===== config.mk =====
export PLATFORM = sky130hd
export DESIGN_NAME = inst_prefetch_queue_flat
export DESIGN_NICKNAME = d
export VERILOG_FILES = /design/src/rtl/pipe_pkg.sv /design/src/rtl/inst_prefetch_queue_if.sv /design/src/rtl/inst_prefetch_queue_fifo.sv /design/src/rtl/inst_prefetch_queue.sv /design/src/flat_wrapper.sv
export SDC_FILE = /design/constraint.sdc
export NUM_CORES = 1
export LEC_CHECK = 0
export BUFFER_PORTS_ARGS = -buffer_cell sky130_fd_sc_hd__buf_2
export CELL_PAD_IN_SITES_DETAIL_PLACEMENT = 0
export CELL_PAD_IN_SITES_GLOBAL_PLACEMENT = 2
export CORE_MARGIN = 2
export CORE_UTILIZATION = 38
export DETAILED_ROUTE_END_ITERATION = 8
export HOLD_SLACK_MARGIN = 0.12
export PLACE_DENSITY_LB_ADDON = 0.1
export REMOVE_ABC_BUFFERS = 1
export SYNTH_ARGS = -nofsm -noshare
export SYNTH_HDL_FRONTEND = slang
export SYNTH_SLANG_ARGS = --single-unit

===== constraint.sdc =====
create_clock -name clk -period 3 [get_ports clk]
set_input_delay 0.15 -clock clk [delete_from_list [all_inputs] [get_ports clk]]
set_output_delay 0.15 -clock clk [all_outputs]
set_load 0.01 [all_outputs]

===== src/rtl/pipe_pkg.sv =====
// pipe_pkg: shared fetch-state encoding and datapath constants for the prefetch queue
package pipe_pkg;
  typedef enum logic [1:0] {IDLE, WAIT, WAIT_DROP} fetch_state_t;
  localparam int INST_W = 32;
  localparam logic [INST_W-1:0] PC_STEP = 32'd4;
  localparam logic [INST_W-1:0] DEFAULT_RESET_PC = 32'h0000_0000;
endpackage


===== src/rtl/inst_prefetch_queue_if.sv =====
// inst_prefetch_queue_if: instruction-memory bus plus IF-side consume/redirect signals
interface inst_prefetch_queue_if;
  import pipe_pkg::*;
  logic memReq;
  logic [INST_W-1:0] memAddr;
  logic memAck;
  logic [INST_W-1:0] memData;
  logic take;
  logic redirect;
  logic [INST_W-1:0] redirectPc;
  logic instValid;
  logic [INST_W-1:0] inst;
  logic [INST_W-1:0] instPc;
  modport master (
    output memReq, memAddr, instValid, inst, instPc,
    input memAck, memData, take, redirect, redirectPc
  );
  modport slave (
    input memReq, memAddr, instValid, inst, instPc,
    output memAck, memData, take, redirect, redirectPc
  );
endinterface


===== src/rtl/inst_prefetch_queue_fifo.sv =====
// fetch_fifo: DEPTH-entry {pc, inst} buffer with flush; head reads zero when empty
module fetch_fifo #(
  parameter int DEPTH = 4,
  parameter int W = 64
) (
  input  logic clk,
  input  logic rst,
  input  logic push,
  input  logic pop,
  input  logic flush,
  input  logic [W-1:0] din,
  output logic [$clog2(DEPTH):0] count,
  output logic [W-1:0] head
);
  localparam int AW = $clog2(DEPTH);
  localparam int CW = AW + 1;
  logic [W-1:0] mem [DEPTH];
  logic [AW-1:0] wptr, rptr;
  logic do_pop;
  assign do_pop = pop && count != '0;
  assign head = count != '0 ? mem[rptr] : '0;
  always_ff @(posedge clk or posedge rst)
    if (rst) begin
      wptr <= '0;
      rptr <= '0;
      count <= '0;
    end else if (flush) begin
      wptr <= '0;
      rptr <= '0;
      count <= '0;
    end else begin
      wptr <= push ? wptr + AW'(1) : wptr;
      rptr <= do_pop ? rptr + AW'(1) : rptr;
      count <= count + CW'(push) - CW'(do_pop);
    end
  always_ff @(posedge clk)
    if (push) mem[wptr] <= din;
endmodule


===== src/rtl/inst_prefetch_queue.sv =====
// inst_prefetch_queue: sequential instruction prefetcher; redirect flushes buffer and in-flight fetch
module inst_prefetch_queue
  import pipe_pkg::*;
#(
  parameter int DEPTH = 4,
  parameter logic [INST_W-1:0] RESET_PC = DEFAULT_RESET_PC
) (
  input logic clk,
  input logic rst,
  inst_prefetch_queue_if.master bus
);
  localparam int CW = $clog2(DEPTH) + 1;
  fetch_state_t state;
  logic [INST_W-1:0] fetch_pc, mem_addr, tgt;
  logic mem_req, push, pop, room;
  logic [CW-1:0] count;
  logic [2*INST_W-1:0] head;
  assign pop = bus.take && count != '0;
  assign push = state == WAIT && bus.memAck && !bus.redirect;
  // occupancy after this edge's events; a redirect empties the buffer so room is guaranteed
  assign room = bus.redirect || (count + CW'(push) - CW'(pop)) < CW'(DEPTH);
  assign tgt = bus.redirect ? bus.redirectPc : fetch_pc;
  always_ff @(posedge clk or posedge rst)
    if (rst) begin
      state <= IDLE;
      fetch_pc <= RESET_PC;
      mem_req <= 1'b0;
      mem_addr <= '0;
    end else
      case (state)
        IDLE:
          if (room) begin
            state <= WAIT;
            mem_req <= 1'b1;
            mem_addr <= tgt;
            fetch_pc <= tgt;
          end
        WAIT:
          if (bus.redirect) begin
            fetch_pc <= bus.redirectPc;
            if (bus.memAck) mem_addr <= bus.redirectPc;
            else state <= WAIT_DROP;
          end else if (bus.memAck) begin
            fetch_pc <= fetch_pc + PC_STEP;
            mem_addr <= fetch_pc + PC_STEP;
            if (!room) begin
              state <= IDLE;
              mem_req <= 1'b0;
            end
          end
        WAIT_DROP: begin
          // the stale request must complete before the new target can be issued
          fetch_pc <= tgt;
          if (bus.memAck) begin
            state <= WAIT;
            mem_addr <= tgt;
          end
        end
        default: state <= IDLE;
      endcase
  fetch_fifo #(.DEPTH(DEPTH), .W(2 * INST_W)) u_fifo (
    .clk(clk),
    .rst(rst),
    .push(push),
    .pop(pop),
    .flush(bus.redirect),
    .din({mem_addr, bus.memData}),
    .count(count),
    .head(head)
  );
  assign bus.memReq = mem_req;
  assign bus.memAddr = mem_addr;
  assign bus.instValid = count != '0;
  assign {bus.instPc, bus.inst} = head;
endmodule

===== src/flat_wrapper.sv =====
// flat-port wrapper written by rule: the top's interface ports become plain ports
module inst_prefetch_queue_flat import pipe_pkg::*;
#(
  parameter int DEPTH = 4,
  parameter logic [INST_W-1:0] RESET_PC = DEFAULT_RESET_PC
)
  (clk, rst, bus_memReq, bus_memAddr, bus_instValid, bus_inst, bus_instPc, bus_memAck, bus_memData, bus_take, bus_redirect, bus_redirectPc);
  inst_prefetch_queue_if bus_i ();
  input logic clk;
  input logic rst;
  output wire logic [$bits(bus_i.memReq)-1:0] bus_memReq;
  output wire logic [$bits(bus_i.memAddr)-1:0] bus_memAddr;
  output wire logic [$bits(bus_i.instValid)-1:0] bus_instValid;
  output wire logic [$bits(bus_i.inst)-1:0] bus_inst;
  output wire logic [$bits(bus_i.instPc)-1:0] bus_instPc;
  input wire logic [$bits(bus_i.memAck)-1:0] bus_memAck;
  input wire logic [$bits(bus_i.memData)-1:0] bus_memData;
  input wire logic [$bits(bus_i.take)-1:0] bus_take;
  input wire logic [$bits(bus_i.redirect)-1:0] bus_redirect;
  input wire logic [$bits(bus_i.redirectPc)-1:0] bus_redirectPc;
  assign bus_memReq = bus_i.memReq;
  assign bus_memAddr = bus_i.memAddr;
  assign bus_instValid = bus_i.instValid;
  assign bus_inst = bus_i.inst;
  assign bus_instPc = bus_i.instPc;
  assign bus_i.memAck = bus_memAck;
  assign bus_i.memData = bus_memData;
  assign bus_i.take = bus_take;
  assign bus_i.redirect = bus_redirect;
  assign bus_i.redirectPc = bus_redirectPc;
  inst_prefetch_queue #(.DEPTH(DEPTH), .RESET_PC(RESET_PC)) u_core (.clk(clk), .rst(rst), .bus(bus_i));
endmodule

Word-level counts from Yosys, hierarchy flattened
Memory sizes are Yosys's and may differ from the RTL's.
Cells that the tools add are included.

word-level totals
  bits in registers = 74
  logic and storage cells = 70
  memories kept = 1
  RAM bits = 256

memories
  memory             depth  width  read ports  clocked after Yosys merged registers in  wr ports  RTL line                        text
  u_core.u_fifo.mem  4      64     1           0                                        1         inst_prefetch_queue_fifo.sv:17  logic [W-1:0] mem [DEPTH];

operators by class
  magnitude comparators = 1
  equal/unequal tests = 10
  multiplexer cells = 29
  reductions and logical operators = 16
  $add $sub $neg = 6

operators by type and width
  kind                                           count
  two-way mux 32 bit                             7
  case mux 32 bit (3 select lines)               2
  two-way mux 64 bit                             1
  adder 32 x 3 -> 32 bit, second input constant  1
  two-way mux 2 bit                              10
  AND reduction 5 bit                            2
  != test 3 bit, second input constant           3
  != test 2 bit, second input constant           4
  two-way mux 1 bit                              6
  case mux 2 bit (3 select lines)                1
  nonzero test 2 bit                             3
  nonzero test 3 bit                             2
  subtractor 3 x 1 -> 3 bit                      2
  adder 2 x 1 -> 2 bit, second input constant    2
  logical AND 1 bit                              4
  AND reduction 4 bit                            1
  adder 3 x 1 -> 3 bit                           1
  < comparator 3 bit, second input constant      1
  two-way mux 3 bit                              1
  AND reduction 3 bit                            1
  == test 2 x 1 -> 1 bit, second input constant  1
  == test 2 bit, second input constant           1
  logical NOT 2 bit                              1
  != test 2 x 1 -> 1 bit, second input constant  1
  other kinds (3)                                3

Longest topological paths before layout
  word-level depth = 11
  depth in mapped cells = 15

By module
Synthesis repeated with hierarchy kept, for this count alone.

unflattened totals
  cells, all modules = 895
  area total of the unflattened synthesis = 14,108.5 um2

modules (own cells, without submodules)
  module               area each (um2)  instances  sequential area each (um2)  cells each
  fetch_fifo           10,149.7         1          7,862.5                     448
  inst_prefetch_queue  3,958.8          1          1,676.6                     447

Worst setup path before layout
OpenSTA, ideal clock, no wires.

  path type = reg2reg
  from = register u_core.state[0]
  to = memory u_core.u_fifo.mem[0][0] (enable)
  path buffers = 3
  required time = 2,571 ps
  setup slack = -242 ps
  cell stages (with the launch flop) = 7
  setup time = 429 ps
  data arrival time = 2,813 ps
  cells stage by stage = dfrtp_1 buf_4 nor2b_1 clkbuf_1 and3_1 clkbuf_1 and2_1

on the way
  word-level cells in the longest chain between the ends = 5

RTL lines
  item                                     RTL line                        text
  from (decl)                              inst_prefetch_queue.sv:13       fetch_state_t state;
  from (signal assigned)                   inst_prefetch_queue.sv:25       state <= IDLE;
  from (signal assigned)                   inst_prefetch_queue.sv:33       state <= WAIT;
  from (signal assigned)                   inst_prefetch_queue.sv:42       else state <= WAIT_DROP;
  == test 2 x 1 -> 1 bit                   inst_prefetch_queue.sv:19       assign push = state == WAIT && bus.memAck && !bus.redirect;
  logical AND 1 bit (2 in a row)           inst_prefetch_queue.sv:19
  two-way mux 1 bit                        inst_prefetch_queue_fifo.sv:37  if (push) mem[wptr] <= din;
  two-way mux 1 bit (implied by the code)  inst_prefetch_queue_fifo.sv:37
  to (decl)                                inst_prefetch_queue_fifo.sv:17

Every way passes these cells.

Worst setup path after layout
  from = register u_core.state[1]
  to = register u_core.fetch_pc[27]

on the way
  word-level cells in the longest chain between the ends = 9

RTL lines
  item                                     RTL line                                              text
  == test 2 x 1 -> 1 bit                   inst_prefetch_queue.sv:19, inst_prefetch_queue.sv:30
  logical AND 1 bit (2 in a row)           inst_prefetch_queue.sv:19
  adder 3 x 1 -> 3 bit                     inst_prefetch_queue.sv:21                             assign room = bus.redirect || (count + CW'(push) - CW'(pop)) < CW'(DEPTH);
  subtractor 3 x 1 -> 3 bit                inst_prefetch_queue.sv:21
  < comparator 3 bit                       inst_prefetch_queue.sv:21
  logical OR 1 bit                         inst_prefetch_queue.sv:21
  != test 2 x 1 -> 1 bit (no source line)  --
  AND reduction 3 bit (no source line)     --
  to (signal assigned)                     inst_prefetch_queue.sv:36                             fetch_pc <= tgt;
  to (signal assigned)                     inst_prefetch_queue.sv:40                             fetch_pc <= bus.redirectPc;
  to (signal assigned)                     inst_prefetch_queue.sv:44                             fetch_pc <= fetch_pc + PC_STEP;
  to (decl)                                inst_prefetch_queue.sv:14                             logic [INST_W-1:0] fetch_pc, mem_addr, tgt;

Parallel ways exist; a longest one is shown, timed or not.
A chain may end at the register's enable or synchronous reset.

==> impl_table.tex <==
\begin{tabular}{lr}
\hline
Metric & Value \\
\hline
\multicolumn{2}{l}{\textbf{Outcome}} \\
Outcome & finished clean \\
\multicolumn{2}{l}{\textbf{Placed design}} \\
Setup WS pre-CTS & $\sim$0.32 ns \\
RePlAce Congestion & 0.7392 \\
Buffers added on ports & 166 \\
Detailed Place HPWL & 21.28 mm \\
\multicolumn{2}{l}{\textbf{Critical path}} \\
Crit path capture type & register \\
Worst endpoint data arrival time & 3.09 ns \\
Critical Path Start Type & register \\
Worst setup path category & register to register \\
Critical path peak fanout & 10 \\
Required @ worst endpoint & 3.41 ns \\
\multicolumn{2}{l}{\textbf{Power and ir drop}} \\
Power density over cell area & about 900 nW/µm² \\
Internal power contribution & 0.01079 W \\
Part of the power in registers & 42.1\% \\
Switching power share of the total & 31.85\% \\
Worst vdd ir & 0.0005096 V \\
Static Leakage & 6.604 nW \\
Power share of the combinational group & 29.0\% \\
Net switching component of the power & 0.005041 W \\
Clock power share & between 20 and 30\% \\
\multicolumn{2}{l}{\textbf{CTS}} \\
Clock input transition at the sequential cells of the worst setup and hold paths & 0.06 ns \\
Number of H-tree levels & 2 \\
Clock tree buffer depth & 3 \\
CTS resizes & 0 \\
CTS buffer count & 39 \\
Clk sink count & 330 \\
TritonCTS clock tree & done \\
Clock Latency Late Sink & 0.53 ns \\
Clock root buffer & sky130\_fd\_sc\_hd\_\_clkbuf\_16 \\
\multicolumn{2}{l}{\textbf{STA}} \\
Max-slew violation total from the final report & 0 \\
Unrepaired setup endpoints after global routing & false \\
Count of endpoints failing setup in the final report & 0 \\
Fin worst setup slack & 0.3219 ns \\
Final period utilization & 89.27\% \\
Post-route clock skew & 0.01456 ns \\
FMAX & around 0.37 GHz \\
Slew of the pin with the lowest slew margin & 0.8981 ns \\
Max-slew headroom at the worst pin & 40.13\% \\
Minimum clock period & 2.678 ns \\
Hold Fails Final Rpt & 0 \\
\multicolumn{2}{l}{\textbf{Worst hold path}} \\
Class of the worst hold path & primary input to register \\
\multicolumn{2}{l}{\textbf{Synthesis}} \\
Number of synthesized flops with an enable pin & approximately 260 \\
Flip-flop cell with the highest count after synthesis & sky130\_fd\_sc\_hd\_\_edfxtp\_1 \\
Fraction of registers with async set or reset after synthesis & 22.42\% \\
Count of warnings emitted by yosys & 0 \\
Synth cell types & between 50 and 60 \\
Avg Cell Area, Syn & 16.09 µm² \\
Mapped Cells & a little under 900 \\
Combined area of all synthesized cells & roughly 14000 µm² \\
Register area share after synthesis & 67.66\% \\
\#FFs+latches synth & 330 \\
\multicolumn{2}{l}{\textbf{Route}} \\
Number of vias after detailed routing & between 8k and 9k \\
Total wire length & around 33 mm \\
Antenna Violating Nets Remaining & 0 \\
Iteration-0 DRC count of the detailed router & 365 \\
Drc violations & 0 \\
Detailed-route vias per instance & 5.074 \\
First-pass detailed-route iteration total & 4 \\
Average detailed-routed wire length per instance & 20.23 µm \\
\multicolumn{2}{l}{\textbf{Global routing}} \\
Initial antenna violation count & 0 \\
GRT Util Overall & 17.43\% \\
Maximum number of pins on one net before global-route repair & 66 \\
Sum of overflow across all layers after global routing & 0 \\
First-pass GRT wire length & 51.41 mm \\
Number of global-route vias before repair & 8609 \\
\multicolumn{2}{l}{\textbf{Floorplan}} \\
Number of ports placed on the die boundary & 167 \\
Die extent in y & between 150 and 200 µm \\
Site Rows & 70 \\
Area of the core & 36610 µm² \\
Horizontal extent of the die & 196.6 µm \\
Starting density of the core & $\sim$39\% \\
Die Area & 38660 µm² \\
\multicolumn{2}{l}{\textbf{Finish}} \\
Diode insertion count for antenna repair & 0 \\
Area of the multi-input gates & 4283 µm² \\
Final design utilization & 47.99\% \\
Net count of the finished layout & between 1k and 1.5k \\
Footprint of the flip-flops and latches & 9547 µm² \\
Count of fill cells added during filler insertion & 3231 \\
Growth of design area from synthesis to finish & 24.62\% \\
Proportion of layout cells with a drive suffix above 1 & 31.89\% \\
\multicolumn{2}{l}{\textbf{Run}} \\
Max-cap violations & 0 \\
\hline
\end{tabular}
worst paths after layout:
kind / endpoint / slack, ns / cells after the start / start
max: u_core.fetch_pc[27] / 0.32 / 9 / u_core.state[1]
min: u_core.fetch_pc[11] / 0.13 / 4 / bus_redirectPc[11]
max reg2reg: u_core.fetch_pc[27] / 0.32 / 9 / u_core.state[1]
min reg2reg: u_core.fetch_pc[0] / 0.52 / 1 / u_core.fetch_pc[0]
max in group asynchronous: u_core.bus.memAddr[2] / 1.91 / 4 / rst
min in group asynchronous: u_core.bus.memAddr[15] / 0.32 / 3 / rst
kinds of logic (layout without fill, tap and decap cells):
kind of cell / count (synthesis) / count (layout) / synth area share (%)
muxes: 116 / 116 / 14.16
DFF: 330 / 330 / 67.66
AOI/OAI and AO/OA: 124 / 124 / 5.476
adders and majority gates: 9 / 9 / 0.7987
buffers and inverters: 73 / 354 / 2.210
and+or+nand+nor: 207 / 207 / 8.582
xor gates and xnor gates: 17 / 17 / 1.109
cell type report:
class                   instances  area share [%]
repair buffers                265           10.48
flip-flops and latches        330           54.34
clock inverters                 9          0.8047
clock buffers                  62           6.274
multi-input cells             473           24.38
inverters                      18          0.3917
well taps                     468           3.333
repair_timing:
item / CTS / global route
hold buffers: 62 / 0
hold endpoints to repair: 222 / 0
setup buffers: 0 / 0
power by group through the flow:
stage / Combinational (W) / Clock (W) / Sequential, W
finish: 0.00459 / 0.00457 / 0.00666
global placement: 0.00465 / 0 / 0.00675
CTS: 0.00476 / 0.00470 / 0.00669
global route: 0.00513 / 0.00491 / 0.00682
floorplan: 0.00263 / 0 / 0.00675
detailed placement: 0.00469 / 0 / 0.00677
through the flow:
step	cell area [µm²]	total power (W)	hold WS, ns	TNS [ns]	std cells
finish	17570	0.01583	0.1310	0	1625
global route	17570	0.01686	0.1574	0	1625
CTS	17570	0.01615	0.1233	0	1625
detailed placement	15710	0.01146	0.3670	0	1492
global placement	15710	0.01140	0.3576	0	1492
floorplan	13850	0.009378	0.2157	-206.39	821
layout by cell type, fill, tap and decap left out, types with 9 or more instances in the layout:
cell type                       instances
sky130_fd_sc_hd__edfxtp_1             256
sky130_fd_sc_hd__buf_2                166
sky130_fd_sc_hd__dfrtp_1               72
sky130_fd_sc_hd__and2_1                68
sky130_fd_sc_hd__mux4_2                64
sky130_fd_sc_hd__dlygate4sd3_1         62
sky130_fd_sc_hd__o21ai_0               56
sky130_fd_sc_hd__nand2_1               46
sky130_fd_sc_hd__clkbuf_16             39
sky130_fd_sc_hd__buf_4                 28
sky130_fd_sc_hd__mux2i_1               27
sky130_fd_sc_hd__nor2_1                26
sky130_fd_sc_hd__mux2_2                24
sky130_fd_sc_hd__a21oi_1               19
sky130_fd_sc_hd__clkbuf_1              19
sky130_fd_sc_hd__inv_1                 17
sky130_fd_sc_hd__xnor2_1               12
sky130_fd_sc_hd__nand4_1               12
sky130_fd_sc_hd__and3_1                11
sky130_fd_sc_hd__nand3_1                9
sky130_fd_sc_hd__a2bb2oi_1              9
sky130_fd_sc_hd__ha_1                   9
sky130_fd_sc_hd__buf_12                 9
routing by layer:
layer  share of wire (%)  up-vias  global-route usage, %
met2                  48      173                  28.71
li1                    -     3882                      -
met1                  46     4148                  24.41
met4                 1.5        0                  3.871
met5                   0        -                      0
met3                 4.3       43                  3.012
Yosys cell counts (all sizes together), types with 5 or more instances:
master	instances	area, µm²
edfxtp	256	7687
dfrtp	74	1852
and2	72	450.4
mux4	64	1441
o21ai	61	320.3
nand2	46	172.7
clkbuf	28	105.1
buf	27	138.9
mux2i	27	270.3
nor2	27	103.9
mux2	25	285.3
a21oi	19	95.09
inv	18	67.56
nand4	14	100.1
xnor2	12	105.1
and3	11	68.82
nand3	11	72.57
a2bb2oi	9	78.83
ha	9	112.6
nor4	7	80.07
o31ai	6	50.05
xor2	5	51.30
worst max-delay path, stage by stage, from the launching register on:
cell and delay [ns]:
sky130_fd_sc_hd__dfrtp_1 0.50, sky130_fd_sc_hd__nor2b_1 0.10, sky130_fd_sc_hd__and3_1 0.21, sky130_fd_sc_hd__ha_1 0.27
sky130_fd_sc_hd__inv_1 0.04, sky130_fd_sc_hd__ha_1 0.22, sky130_fd_sc_hd__nor2b_1 0.16, sky130_fd_sc_hd__xnor2_1 0.28
sky130_fd_sc_hd__o31a_1 0.40, sky130_fd_sc_hd__mux2_2 0.38
flip-flops by register name (all words and copies together) (netlist names):
name / count
u_core.bus.memAddr: 32
u_core.bus.memReq: 1
u_core.u_fifo.count: 3
u_core.u_fifo.rptr: 2
u_core.fetch_pc: 32
u_core.state: 2
u_core.u_fifo.wptr: 2
u_core.u_fifo.mem: 256
Power figures use the tool's default switching activity.
